<file path="src/rtl/operand_entry_if.sv">
// Keypad / operand bundle for operand_entry.
//   row         keypad row sense, active-low, asynchronous to clk
//   col         keypad column drive, active-low one-cold
//   number0/1   the two decimal operands, 0..99
//   operand_sel operand that digits are entered into (0 = number0)
//   key_valid   one-cycle pulse for every accepted key
//   key_code    last accepted key: 0-9 digits, 10 = '*', 11 = '#'
// slave is the operand_entry side; master is the keypad/host side.
interface operand_entry_if;
    logic [3:0] row;
    logic [2:0] col;
    logic [6:0] number0;
    logic [6:0] number1;
    logic       operand_sel;
    logic       key_valid;
    logic [3:0] key_code;

    modport master (
        output row,
        input  col, number0, number1, operand_sel, key_valid, key_code
    );

    modport slave (
        input  row,
        output col, number0, number1, operand_sel, key_valid, key_code
    );
endinterface

</file>
<file path="src/rtl/operand_entry.sv">
// Scans a 4x3 matrix keypad, debounces one key at a time and builds two
// two-digit decimal operands from the accepted keys.
//   clk    sole clock, rising edge
//   rst_n  asynchronous active-low reset
//   kp     operand_entry_if.slave: row in; col, number0, number1,
//          operand_sel, key_valid, key_code out (all registered)
// SCAN_DIV: cycles each column is driven (>= 4).
// DEBOUNCE: consecutive frames needed to accept a press or a release (>= 1).
module operand_entry #(
    parameter int SCAN_DIV = 1000,
    parameter int DEBOUNCE = 4
) (
    input  logic           clk,
    input  logic           rst_n,
    operand_entry_if.slave kp
);

    typedef enum logic [1:0] {IDLE, PRESS, HELD, RELEASE} key_state_e;

    localparam int              CW        = $clog2(SCAN_DIV);
    localparam int              DW        = $clog2(DEBOUNCE + 1);
    localparam logic [CW-1:0]   SCAN_LAST = CW'(SCAN_DIV - 1);
    localparam logic [DW-1:0]   DEB_LAST  = DW'(DEBOUNCE);
    localparam logic [DW-1:0]   DEB_ONE   = DW'(1);

    // Row 0..2 hold the digits 1..9; row 3 is '*', '0', '#'.
    function automatic logic [3:0] key_map(input logic [1:0] r, input logic [1:0] c);
        if (r == 2'd3) begin
            case (c)
                2'd0:    key_map = 4'd10;
                2'd1:    key_map = 4'd0;
                default: key_map = 4'd11;
            endcase
        end else begin
            key_map = {2'b00, r} * 4'd3 + {2'b00, c} + 4'd1;
        end
    endfunction

    logic [3:0]    row_meta, row_sync;
    logic [CW-1:0] scan_cnt;
    logic [1:0]    col_idx;
    logic [2:0]    col_q;
    logic [1:0]    acc_hits;
    logic [3:0]    acc_code;
    logic [2:0]    col_hits, tot_hits;
    logic [3:0]    col_code, frame_code;
    logic          sample, frame_end, frame_empty, frame_single;
    key_state_e    state_q, state_d;
    logic [DW-1:0] stable_q, stable_d, rel_q, rel_d;
    logic [3:0]    cand_q, cand_d;
    logic          accept;
    logic [6:0]    number0_q, number1_q, active, shifted;
    logic          sel_q, key_valid_q;
    logic [3:0]    key_code_q;

    // NOTE: sequential state uses non-blocking assignments so every flop
    // samples pre-edge values regardless of process ordering.
    always_ff @(posedge clk or negedge rst_n) begin
        if (!rst_n) begin
            row_meta <= 4'hF;
            row_sync <= 4'hF;
        end else begin
            row_meta <= kp.row;
            row_sync <= row_meta;
        end
    end

    assign sample    = (scan_cnt == SCAN_LAST);
    assign frame_end = sample && (col_idx == 2'd2);

    // Column drive rotates left: 110 -> 101 -> 011 -> 110.
    always_ff @(posedge clk or negedge rst_n) begin
        if (!rst_n) begin
            scan_cnt <= '0;
            col_idx  <= 2'd0;
            col_q    <= 3'b110;
        end else if (sample) begin
            scan_cnt <= '0;
            col_idx  <= (col_idx == 2'd2) ? 2'd0 : col_idx + 2'd1;
            col_q    <= {col_q[1:0], col_q[2]};
        end else begin
            scan_cnt <= scan_cnt + CW'(1);
        end
    end

    // NOTE: every variable written in always_comb gets a default first so
    // no path leaves it unassigned and no latch is inferred.
    always_comb begin
        col_hits = 3'd0;
        col_code = 4'd0;
        for (int r = 3; r >= 0; r--) begin
            if (!row_sync[r]) begin
                col_hits = col_hits + 3'd1;
                col_code = key_map(2'(r), col_idx);
            end
        end
    end

    // Frame result = closures gathered in earlier columns plus this column.
    assign tot_hits     = {1'b0, acc_hits} + col_hits;
    assign frame_code   = (acc_hits == 2'd1) ? acc_code : col_code;
    assign frame_empty  = (tot_hits == 3'd0);
    assign frame_single = (tot_hits == 3'd1);

    // acc_hits saturates at 2: only none / one / several matters.
    always_ff @(posedge clk or negedge rst_n) begin
        if (!rst_n) begin
            acc_hits <= 2'd0;
            acc_code <= 4'd0;
        end else if (frame_end) begin
            acc_hits <= 2'd0;
            acc_code <= 4'd0;
        end else if (sample) begin
            acc_hits <= (tot_hits >= 3'd2) ? 2'd2 : tot_hits[1:0];
            acc_code <= frame_code;
        end
    end

    always_ff @(posedge clk or negedge rst_n) begin
        if (!rst_n) begin
            state_q  <= IDLE;
            stable_q <= '0;
            rel_q    <= '0;
            cand_q   <= 4'd0;
        end else begin
            state_q  <= state_d;
            stable_q <= stable_d;
            rel_q    <= rel_d;
            cand_q   <= cand_d;
        end
    end

    // Key FSM advances only at frame end. A multi-key frame never starts or
    // continues a press but does count as "still held" for release.
    always_comb begin
        state_d  = state_q;
        stable_d = stable_q;
        rel_d    = rel_q;
        cand_d   = cand_q;
        accept   = 1'b0;
        if (frame_end) begin
            case (state_q)
                IDLE: begin
                    if (frame_single) begin
                        cand_d = frame_code;
                        if (DEB_LAST == DEB_ONE) begin
                            accept  = 1'b1;
                            state_d = HELD;
                        end else begin
                            stable_d = DEB_ONE;
                            state_d  = PRESS;
                        end
                    end
                end
                PRESS: begin
                    if (frame_single && frame_code == cand_q) begin
                        if (stable_q + DEB_ONE == DEB_LAST) begin
                            accept   = 1'b1;
                            stable_d = '0;
                            state_d  = HELD;
                        end else begin
                            stable_d = stable_q + DEB_ONE;
                        end
                    end else if (frame_single) begin
                        cand_d   = frame_code;
                        stable_d = DEB_ONE;
                    end else begin
                        stable_d = '0;
                        state_d  = IDLE;
                    end
                end
                HELD: begin
                    if (frame_empty) begin
                        if (DEB_LAST == DEB_ONE) begin
                            state_d = IDLE;
                        end else begin
                            rel_d   = DEB_ONE;
                            state_d = RELEASE;
                        end
                    end
                end
                default: begin
                    if (!frame_empty) begin
                        rel_d   = '0;
                        state_d = HELD;
                    end else if (rel_q + DEB_ONE == DEB_LAST) begin
                        rel_d   = '0;
                        state_d = IDLE;
                    end else begin
                        rel_d = rel_q + DEB_ONE;
                    end
                end
            endcase
        end
    end

    // Keeping only the last digit before shifting bounds the result to 99.
    assign active  = sel_q ? number1_q : number0_q;
    assign shifted = (active % 7'd10) * 7'd10 + {3'b000, frame_code};

    always_ff @(posedge clk or negedge rst_n) begin
        if (!rst_n) begin
            number0_q   <= 7'd0;
            number1_q   <= 7'd0;
            sel_q       <= 1'b0;
            key_valid_q <= 1'b0;
            key_code_q  <= 4'd0;
        end else begin
            key_valid_q <= accept;
            if (accept) begin
                key_code_q <= frame_code;
                case (frame_code)
                    4'd10: begin
                        if (sel_q) number1_q <= 7'd0;
                        else       number0_q <= 7'd0;
                    end
                    4'd11: sel_q <= ~sel_q;
                    default: begin
                        if (sel_q) number1_q <= shifted;
                        else       number0_q <= shifted;
                    end
                endcase
            end
        end
    end

    assign kp.col         = col_q;
    assign kp.number0     = number0_q;
    assign kp.number1     = number1_q;
    assign kp.operand_sel = sel_q;
    assign kp.key_valid   = key_valid_q;
    assign kp.key_code    = key_code_q;

endmodule

</file>
<file path="src/flat_wrapper.sv">
// flat-port wrapper written by rule: the top's interface ports become plain ports
module operand_entry_flat 
#(
    parameter int SCAN_DIV = 1000,
    parameter int DEBOUNCE = 4
)
  (clk, rst_n, kp_row, kp_col, kp_number0, kp_number1, kp_operand_sel, kp_key_valid, kp_key_code);
  operand_entry_if kp_i ();
  input  logic clk;
  input  logic rst_n;
  input wire logic [$bits(kp_i.row)-1:0] kp_row;
  output wire logic [$bits(kp_i.col)-1:0] kp_col;
  output wire logic [$bits(kp_i.number0)-1:0] kp_number0;
  output wire logic [$bits(kp_i.number1)-1:0] kp_number1;
  output wire logic [$bits(kp_i.operand_sel)-1:0] kp_operand_sel;
  output wire logic [$bits(kp_i.key_valid)-1:0] kp_key_valid;
  output wire logic [$bits(kp_i.key_code)-1:0] kp_key_code;
  assign kp_i.row = kp_row;
  assign kp_col = kp_i.col;
  assign kp_number0 = kp_i.number0;
  assign kp_number1 = kp_i.number1;
  assign kp_operand_sel = kp_i.operand_sel;
  assign kp_key_valid = kp_i.key_valid;
  assign kp_key_code = kp_i.key_code;
  operand_entry #(.SCAN_DIV(SCAN_DIV), .DEBOUNCE(DEBOUNCE)) u_core (.clk(clk), .rst_n(rst_n), .kp(kp_i));
endmodule
</file>
<file path="config.mk">
export PLATFORM = sky130hd
export DESIGN_NAME = operand_entry_flat
export DESIGN_NICKNAME = d
export VERILOG_FILES = /design/src/rtl/operand_entry_if.sv /design/src/rtl/operand_entry.sv /design/src/flat_wrapper.sv
export SDC_FILE = /design/constraint.sdc
export NUM_CORES = 1
export LEC_CHECK = 0
export CORE_ASPECT_RATIO = 0.9
export CORE_MARGIN = 2
export CORE_UTILIZATION = 50
export DETAILED_ROUTE_END_ITERATION = 10
export PLACE_DENSITY = 0.79
export SETUP_SLACK_MARGIN = 0.15
export SYNTH_ARGS = -nofsm -noshare
export SYNTH_HDL_FRONTEND = slang
export SYNTH_SLANG_ARGS = --single-unit
export TNS_END_PERCENT = 10
</file>
<file path="constraint.sdc">
create_clock -name clk -period 5.3 [get_ports clk]
set_input_delay 0.53 -clock clk [delete_from_list [all_inputs] [get_ports clk]]
set_output_delay 0.53 -clock clk [all_outputs]
set_load 0.005 [all_outputs]
</file>
* Yosys cells after proc, flatten, opt, wreduce, memory -nomap -nowiden
Index checks and enable logic that the tools add are counted.
Word-level totals: flip-flop bits (word level) 61, input bits 6, output and inout port bits 23, word-level logic and storage cells 117
Operators by class: add/subtract/negate cells 14, $mul 1, divide/modulo/power cells 1, $lt $le $gt $ge 1, equal/unequal tests 18, multiplexer cells 48, bitwise gates (word level) 3, reductions and logical operators 15
Operators by type and width (number):
- 2-to-1 mux 4 bit | 9
- 2-to-1 mux 7 bit | 5
- one-hot mux 7 bit (2 select lines) | 2
- 2-to-1 mux 3 bit | 9
- 2-to-1 mux 2 bit | 11
- one-hot mux 4 bit (2 select lines) | 2
- AND reduction 3 bit | 5
- adder 3 x 1 -> 3 bit (second input constant) | 4
- one-hot mux 3 bit (2 select lines) | 2
- adder 10 x 1 -> 10 bit (second input constant) | 1
- == test 10 bit (second input constant) | 1
- 2-to-1 mux 10 bit | 1
- adder 4 x 1 -> 4 bit (second input constant) | 2
- == test 4 bit (second input constant) | 2
- adder 7 x 4 -> 7 bit | 1
- modulo 7 x 4 -> 7 bit (second input constant) | 1
- multiplier 7 x 3 -> 6 bit (second input constant) | 1
- == test 2 x 1 -> 1 bit (second input constant) | 3
- == test 3 bit (second input constant) | 2
- 2-to-1 mux 1 bit | 6
- inequality test 3 bit (second input constant) | 2
- one-hot mux 2 bit (3 select lines) | 1
- AND reduction 6 bit | 1
- inequality test 5 bit (second input constant) | 1
- 19 further kinds | 26

* Longest topological paths before layout
Gate-level depths: netlist of the first run.
depth after elaboration 14, mapped depth 17

* Least setup slack after synthesis of the first run
OpenSTA, ideal clock, no wires.
path kind flip-flop to flip-flop, start point register u_core.sel_q, in the netlist u_core.kp.operand_sel, end point register u_core.number1_q[6], in the netlist u_core.kp.number1[6], setup time 0.130 ns, arrival time 3.833 ns, required time 5.170 ns, setup slack 1.337 ns, stages on the path, launching flop included 18, period minus slack after synthesis 3.963 ns, path through dfrtp_1 -> buf_2 -> buf_1 -> o31ai_1 -> a21oi_1 -> a22oi_1 -> ha_1 -> a21o_1 -> a21oi_1 -> a31oi_1 -> ha_1 -> ha_1 -> inv_1 -> fa_1 -> nor3b_1 -> xnor2_1 -> xnor2_1 -> o21ai_0
On the way: longest elaborated chain between the ends 6, elaborated cells between the ends (all ways) 7, classes of those cells add/sub: 1; mul: 1; div: 1; mux: 3; reduce/logical: 1
RTL lines:
- from (decl) | line operand_entry.sv:53 | logic sel_q, key_valid_q;
- from (signal assigned) | line operand_entry.sv:217 | 4'd11: sel_q <= ~sel_q;
- 2-to-1 mux 7 bit | line operand_entry.sv:198 | assign active = sel_q ? number1_q : number0_q;
- modulo 7 x 4 -> 7 bit | line operand_entry.sv:199 | assign shifted = (active % 7'd10) * 7'd10 + {3'b000, frame_code};
- multiplier 7 x 3 -> 6 bit | line operand_entry.sv:199
- adder 7 x 4 -> 7 bit | line operand_entry.sv:199
- 2-to-1 mux 7 bit | line operand_entry.sv:219 | if (sel_q) number1_q <= shifted;
- one-hot mux 7 bit (2 select lines) | line operand_entry.sv:212 | case (frame_code)
- to (signal assigned) | line operand_entry.sv:219
- to (decl) | line operand_entry.sv:52 | logic [6:0] number0_q, number1_q, active, shifted;
Parallel ways exist; a longest one is shown, timed or not. The select of a mux whose other input is x is not followed. A chain may end at the register's enable or synchronous reset.

* Final worst setup path of the first run
Ends and elaborated chain as after synthesis.

==> impl_results.md, run 1 <==
* Final Cycle Share at 0.839
* RSZ-0062 raised after global routing: no
* Antenna cells at 0
* WL per Instance at 14.2 um
* Clk pwr share at 0.432
* VDD IR-drop max at 0.000168 V
* Max FO, Critical Path at 30
* Int Pwr at 0.721 mW
* Reg-to-reg slack, setup at 0.85 ns
* I/O pin count at 29
* PwrDens at 206 nW/um2
* Setup crit start kind: flip-flop
* Clock Tree Root: clkbuf_8
* Status: finished clean
* First-pass GRT wire length at 13.6 mm
* Total power at 0.946 mW
* Syn_nets at 451
* Gpl congestion at 0.899
* TritonCTS clock tree: yes
* Max-slew headroom at 0.493
* Area leader, netlist: dfrtp_1
* Initial Utilization at 0.508
* Die X at 98.5 um
* Clock Pin Slew Worst Setup and Hold Paths at 0.07 ns
* Critical Path RT at 5.52 ns
* Dpl ws at 0.603 ns
* Share of cells above drive strength 1 at 0.121
* 1st-pass router iterations at 4
* PostCTS Resize Cnt at 0
* Number of hold-repair buffers added at the cts stage at 0
* Post-CTS Repair Setup Buffers at 0
* # port buffers at 28
* Skew final at 0.0108 ns
* Register bit total from synthesis at 61
* Synthesized area at 4020 um2
* Post-synth top cells: nand2_1 (55), dfrtp_1 (51), ha_1 (27)
* Total track usage at 0.193
* Nature of the critical path endpoint: flip-flop
* Starting DRT DRC Count at 137
* Max-cap viol count at 0
* DRC at 0
* Num rows at 31
* Vias in the first global route at 2895
* Hold WC Path Type: in2async
* Switch Pwr at 0.225 mW
* Synth top area share at 0.317
* Latest clock arrival within the worst-skew pair at 0.35 ns
* Worst reg2reg path endpoint: u_core.kp.number1[6]
* Final number of setup-violating endpoints at 0
* Post-Syn Instances at 415
* NumNets Final at 485
* Synth unique cells at 67
* Placed wire-length estimate at 5.75 mm
* Drt total wl at 7.83 mm
* Final hold vios at 0
* Vias per cell at 5.55
* Worst setup margin at 0.853 ns
* Pleak at 2.04 nW
* Seq/Total Area, Yosys at 0.383
* Ys flop type: dfrtp_1
* Arrival @ worst endpoint at 4.67 ns
* Synth area leaders: dfrtp_1 (32%), ha_1 (8.4%), dfstp_2 (6.5%), nand2_1 (5.1%), mux2_2 (3.6%)
* Setup Crit Path Kind: reg2reg
* Via count at 3069
* Clock Sink Count at 61
* H-tree Lvls at 3
* Fraction of power spent switching nets at 0.238
* Clock Path Buffers at 2
* Hold WS at 0.332 ns
* Number of enable flip-flop cells after synthesis at 0
* Pin slew with the least headroom to its limit at 0.760 ns
* Largest net degree at the start of global routing at 62
* TNS Setup at 0 ns
* Most common cell in the synthesized netlist: nand2_1
* Die Height at 89.1 um
* Synth-to-layout area growth at 14.2%
* Detail Route Antenna Nets at 0
* Synth Warn # at 0
* R2R depth at 15
* Number of CTS-inserted buffers at 9
* Initial antenna violation count at 0
* Peak Freq at 0.225 GHz
* Share of flip-flops with an asynchronous set or reset at 1.00
* Core Footprint at 7910 um2
* Gate power share at 0.066
* Worst r2r src: u_core.kp.operand_sel
* Grt ovf at 0
* Synth Area per Inst at 9.69 um2
* Max Slew Vio Count at 0
* Sequential share of power at 0.502
* Full die area at 8780 um2
* Min Tclk post-route at 4.45 ns
==> power groups by stage <==
stage	clock (mW)	sequential, mW	combinational, mW
2_1_floorplan	0	0.481	0.0425
3_3_place_gp	0	0.483	0.0608
4_1_cts	0.418	0.475	0.0630
3_5_place_dp	0	0.483	0.0628
6_report	0.408	0.475	0.0624
5_1_grt	0.441	0.475	0.0715
==> cell usage in the layout (no fill, tap or decap), drive strengths merged, types with 5 or more instances in the layout <==
cell type / count
nand2: 55
xor2: 7
xnor2: 12
dfrtp: 51
nand2b: 11
inv: 24
clkbuf: 11
a21oi: 14
o21ai: 20
nand3: 8
o31ai: 11
a211oi: 6
mux2: 13
mux2i: 9
a31oi: 5
a22o: 5
clkdlybuf4s50: 27
nor2: 26
ha: 27
nor3b: 7
and2: 5
dfstp: 10
nor2b: 16
==> per-layer routing <==
metal / vias up / track usage / part of all wire
met2: 65 / 0.306 / 0.44
met1: 1448 / 0.261 / 0.49
met4: 0 / 0.0486 / 0.011
li1: 1548 / - / -
met3: 8 / 0.0618 / 0.050
met5: - / 0 / 0
==> cell families after synthesis <==
kind of cell / synth area share
and+or+nand+nor: 0.215
AOI/OAI and AO/OA: 0.166
DFF: 0.383
buffers and inverters: 0.0314
adders and majority gates: 0.0989
muxes: 0.0588
xor gates and xnor gates: 0.0470
==> through the flow <==
stage | util | instances | cell area, um2
6_report | 0.580 | 553 | 4590
5_1_grt | 0.580 | 553 | 4590
4_1_cts | 0.580 | 553 | 4590
3_5_place_dp | 0.556 | 537 | 4400
3_3_place_gp | 0.556 | 537 | 4400
2_1_floorplan | - | 415 | 4020
==> area by class of cell <==
| type | count | area (um2) |
|---|---|---|
| fillers | 716 | 3320 |
| clock buffers | 11 | 141 |
| flip-flops and latches | 61 | 1540 |
| clock inverters | 5 | 50.0 |
| inverters | 24 | 90.1 |
| well taps | 99 | 124 |
| multi-input cells | 323 | 2360 |
| repair buffers | 30 | 290 |
==> sequential cells by signal, indices dropped and copies added, names as in the netlist, 3 cells and up <==
register            flops
u_core.row_meta         4
u_core.scan_cnt        10
u_core.row_sync         4
u_core.kp.key_code      4
u_core.kp.col           3
u_core.acc_code         4
u_core.kp.number1       7
u_core.stable_q         3
u_core.cand_q           4
u_core.rel_q            3
u_core.kp.number0       7
==> critical path, stage by stage, from the launching register on <==
cell and delay [ns]:
dfrtp_2 0.71, mux2i_1 0.35, a21oi_1 0.11, a22oi_1 0.48, ha_1 0.39, a21o_1 0.15
a21oi_1 0.07, a31oi_1 0.36, ha_1 0.31, ha_1 0.19, inv_1 0.06, fa_1 0.43
nor3b_1 0.27, xnor2_1 0.17, xnor2_1 0.16, o21ai_0 0.11
==> worst max path at each step <==
stage                          start                    to  slack (ns)  depth (start not counted)
6_report       u_core.kp.operand_sel  u_core.kp.number1[6]        0.85                         15
3_5_place_dp   u_core.kp.operand_sel  u_core.kp.number1[6]        0.60                         15
3_3_place_gp   u_core.kp.operand_sel  u_core.kp.number1[6]        0.84                         15
2_1_floorplan  u_core.kp.operand_sel  u_core.kp.number1[6]        1.34                         17
5_1_grt        u_core.kp.operand_sel  u_core.kp.number1[6]        0.42                         15
4_1_cts        u_core.kp.operand_sel  u_core.kp.number1[6]        0.59                         15
Power figures use the tool's default switching activity.
==> run 2: changes to the inputs <==
==> constraint.sdc (replaced) <==
create_clock -name clk -period 4.2 [get_ports clk]
set_input_delay 0.42 -clock clk [delete_from_list [all_inputs] [get_ports clk]]
set_output_delay 0.42 -clock clk [all_outputs]
set_load 0.005 [all_outputs]
==> impl_results.md, run 2 (synthesis gave the netlist of run 1 again) <==
* RSZ-0062 raised after global routing: yes (was no)
* Min Tclk post-route at 3.92 ns (was 4.45 ns)
* Die Height at 89.1 um (unchanged)
* R2R depth at 14 (was 15)
* Clock Sink Count at 61 (unchanged)
* Max-slew headroom at 0.482 (was 0.493)
* Grt ovf at 0 (unchanged)
* Placed wire-length estimate at 6.16 mm (was 5.75 mm)
* Worst setup margin at 0.285 ns (was 0.853 ns)
* Skew final at 0.00979 ns (was 0.0108 ns)
* DP Area at 4440 um2 (was 4400 um2)
* Max layer used: met4 (unchanged)
* H-tree Lvls at 3 (unchanged)
* Num rows at 31 (unchanged)
* 1st-pass router iterations at 4 (unchanged)
* Initial antenna violation count at 0 (unchanged)
* TritonCTS clock tree: yes (unchanged)
* Nature of the critical path endpoint: flip-flop (unchanged)
* WL per Instance at 14.9 um (was 14.2 um)
* Clock Tree Root: clkbuf_8 (unchanged)
* Post-route cell area at 4740 um2 (was 4590 um2)
* Max-cap viol count at 0 (unchanged)
* Status: finished clean (unchanged)
* Latest clock arrival within the worst-skew pair at 0.34 ns (was 0.35 ns)
* Final std cells w/o fill at 563 (was 553)
* Total track usage at 0.205 (was 0.193)
* Worst r2r src: u_core.row_sync[2] (was u_core.kp.operand_sel)
* Reg-to-reg slack, setup at 0.28 ns (was 0.85 ns)
* Via count at 3218 (was 3069)
* Arrival @ worst endpoint at 4.15 ns (was 4.67 ns)
* Full die area at 8780 um2 (unchanged)
* NumNets Final at 495 (was 485)
* Largest register FFs at 10 (unchanged)
* Core Footprint at 7910 um2 (unchanged)
* Final hold vios at 0 (unchanged)
* PwrDens at 267 nW/um2 (was 206 nW/um2)
* Commonest non-fill, non-tap cell in the layout: nand2_1 (unchanged)
* I/O pin count at 29 (unchanged)
* # port buffers at 28 (unchanged)
* Clock Path Buffers at 2 (unchanged)
* Initial Utilization at 0.508 (unchanged)
* Hold WC Path Type: in2async (unchanged)
* Clock Pin Slew Worst Setup and Hold Paths at 0.07 ns (about the same)
* Seq. cell area at 1550 um2 (was 1540 um2)
* Die X at 98.5 um (unchanged)
* Biggest register: u_core.scan_cnt (unchanged)
* Dpl ws at 0.119 ns (was 0.603 ns)
* Largest net degree at the start of global routing at 62 (unchanged)
* Setup crit start kind: flip-flop (unchanged)
* Starting DRT DRC Count at 119 (was 137)
* Max FO, Critical Path at 9 (was 30)
* Share of cells above drive strength 1 at 0.170 (was 0.121)
* Final number of setup-violating endpoints at 0 (unchanged)
* Layout filler cell count at 684 (was 716)
* VDD IR-drop max at 0.000193 V (was 0.000168 V)
* Pin slew with the least headroom to its limit at 0.769 ns (was 0.760 ns)
* Metal-1 WL at 3.91 mm (was 3.87 mm)
* DRC at 0 (unchanged)
* Layout Utilization at 0.599 (was 0.580)
* Critical Path RT at 4.43 ns (was 5.52 ns)
* Pleak at 2.09 nW (was 2.04 nW)
* Synth-to-layout area growth at 18.0% (was 14.2%)
* First-pass GRT wire length at 14.4 mm (was 13.6 mm)
* Peak Freq at 0.255 GHz (was 0.225 GHz)
* Wire length on met3 at 451 um (was 393 um)
* Area of the multi-input gates at 2400 um2 (was 2360 um2)
* TNS Setup at 0 ns (unchanged)
* Vias per cell at 5.72 (was 5.55)
* Final Cycle Share at 0.932 (was 0.839)
* Number of CTS-inserted buffers at 9 (unchanged)
* Met2 wire length at 3.90 mm (was 3.48 mm)
* Worst reg2reg path endpoint: u_core.kp.number0[5] (was u_core.kp.number1[6])
* Detail Route Antenna Nets at 0 (unchanged)
* Number of hold-repair buffers added at the cts stage at 0 (unchanged)
* Setup Crit Path Kind: reg2reg (unchanged)
* Max Slew Vio Count at 0 (unchanged)
* Drt total wl at 8.41 mm (was 7.83 mm)
* Antenna cells at 0 (unchanged)
* Gpl congestion at 0.897 (was 0.899)
* Cell total after placement at 543 (was 537)
* Most frequent cells in the layout: nand2_1 (55), dfrtp_1 (46), clkdlybuf4s50_1 (27), ha_1 (26) (was nand2_1 (55), dfrtp_1 (50), ha_1 (27), clkdlybuf4s50_1 (27), nor2_1 (26))
* Vias in the first global route at 3065 (was 2895)
==> run 2: worst max path at each step <==
stage,from,slack [ns],depth (start not counted),end
2_1_floorplan,u_core.kp.operand_sel,0.24,17,u_core.kp.number1[6]
3_3_place_gp,u_core.row_sync[2],0.22,14,u_core.kp.number1[1]
3_5_place_dp,u_core.kp.number0[4],0.12,15,u_core.kp.number1[6]
4_1_cts,u_core.row_sync[2],0.09,14,u_core.kp.number1[5]
5_1_grt,u_core.kp.number1[4],0.12,15,u_core.kp.number1[6]
6_report,u_core.row_sync[2],0.28,14,u_core.kp.number0[5]
==> run 2: area by class of cell <==
cell class,count,area share
Clock inverter,6,0.0182
Multi-Input combinational cell,323,0.505
Inverter,24,0.0190
Sequential cell,61,0.326
Timing Repair Buffer,40,0.0765
Clock buffer,10,0.0290
Tap cell,99,0.0261
==> run 2: repair_timing <==
item                       4_1_cts  5_1_grt
pin swaps                        0        1
resized for setup                0       15
buffers inserted                 0        4
setup endpoints to repair       11       13
==> run 2: through the flow <==
| step | total power, mW | hold slack, ns |
|---|---|---|
| after floorplan | 0.661 | 0.124 |
| after global placement | 0.687 | 0.345 |
| after detailed placement | 0.690 | 0.347 |
| after CTS | 1.28 | 0.249 |
| after global routing | 1.32 | 0.298 |
| final | 1.27 | 0.231 |
==> run 2: per-layer routing <==
metal,track usage,vias up
li1,-,1574
met1,0.264,1541
met2,0.335,85
met3,0.0555,18
met4,0.0809,0
met5,0,-
==> run 2: worst max-delay path: stages, from the launching register on <==
cell and delay (ns):
dfstp_2 0.58, inv_1 0.06, ha_1 0.34, xnor2_2 0.16
ha_1 0.29, mux2i_1 0.08, fa_1 0.40, xnor3_1 0.39
and3b_2 0.29, nand2_1 0.09, nor2_2 0.16, nand4_4 0.20
nor3b_4 0.24, buf_4 0.18, mux2_2 0.34
==> run 2: power breakdown <==
part | internal, mW | leakage (nW) | switching, mW
Sequential | 0.595 | 0.795 | 0.00479
Clock | 0.349 | 0.112 | 0.238
Combinational | 0.0302 | 1.19 | 0.0519
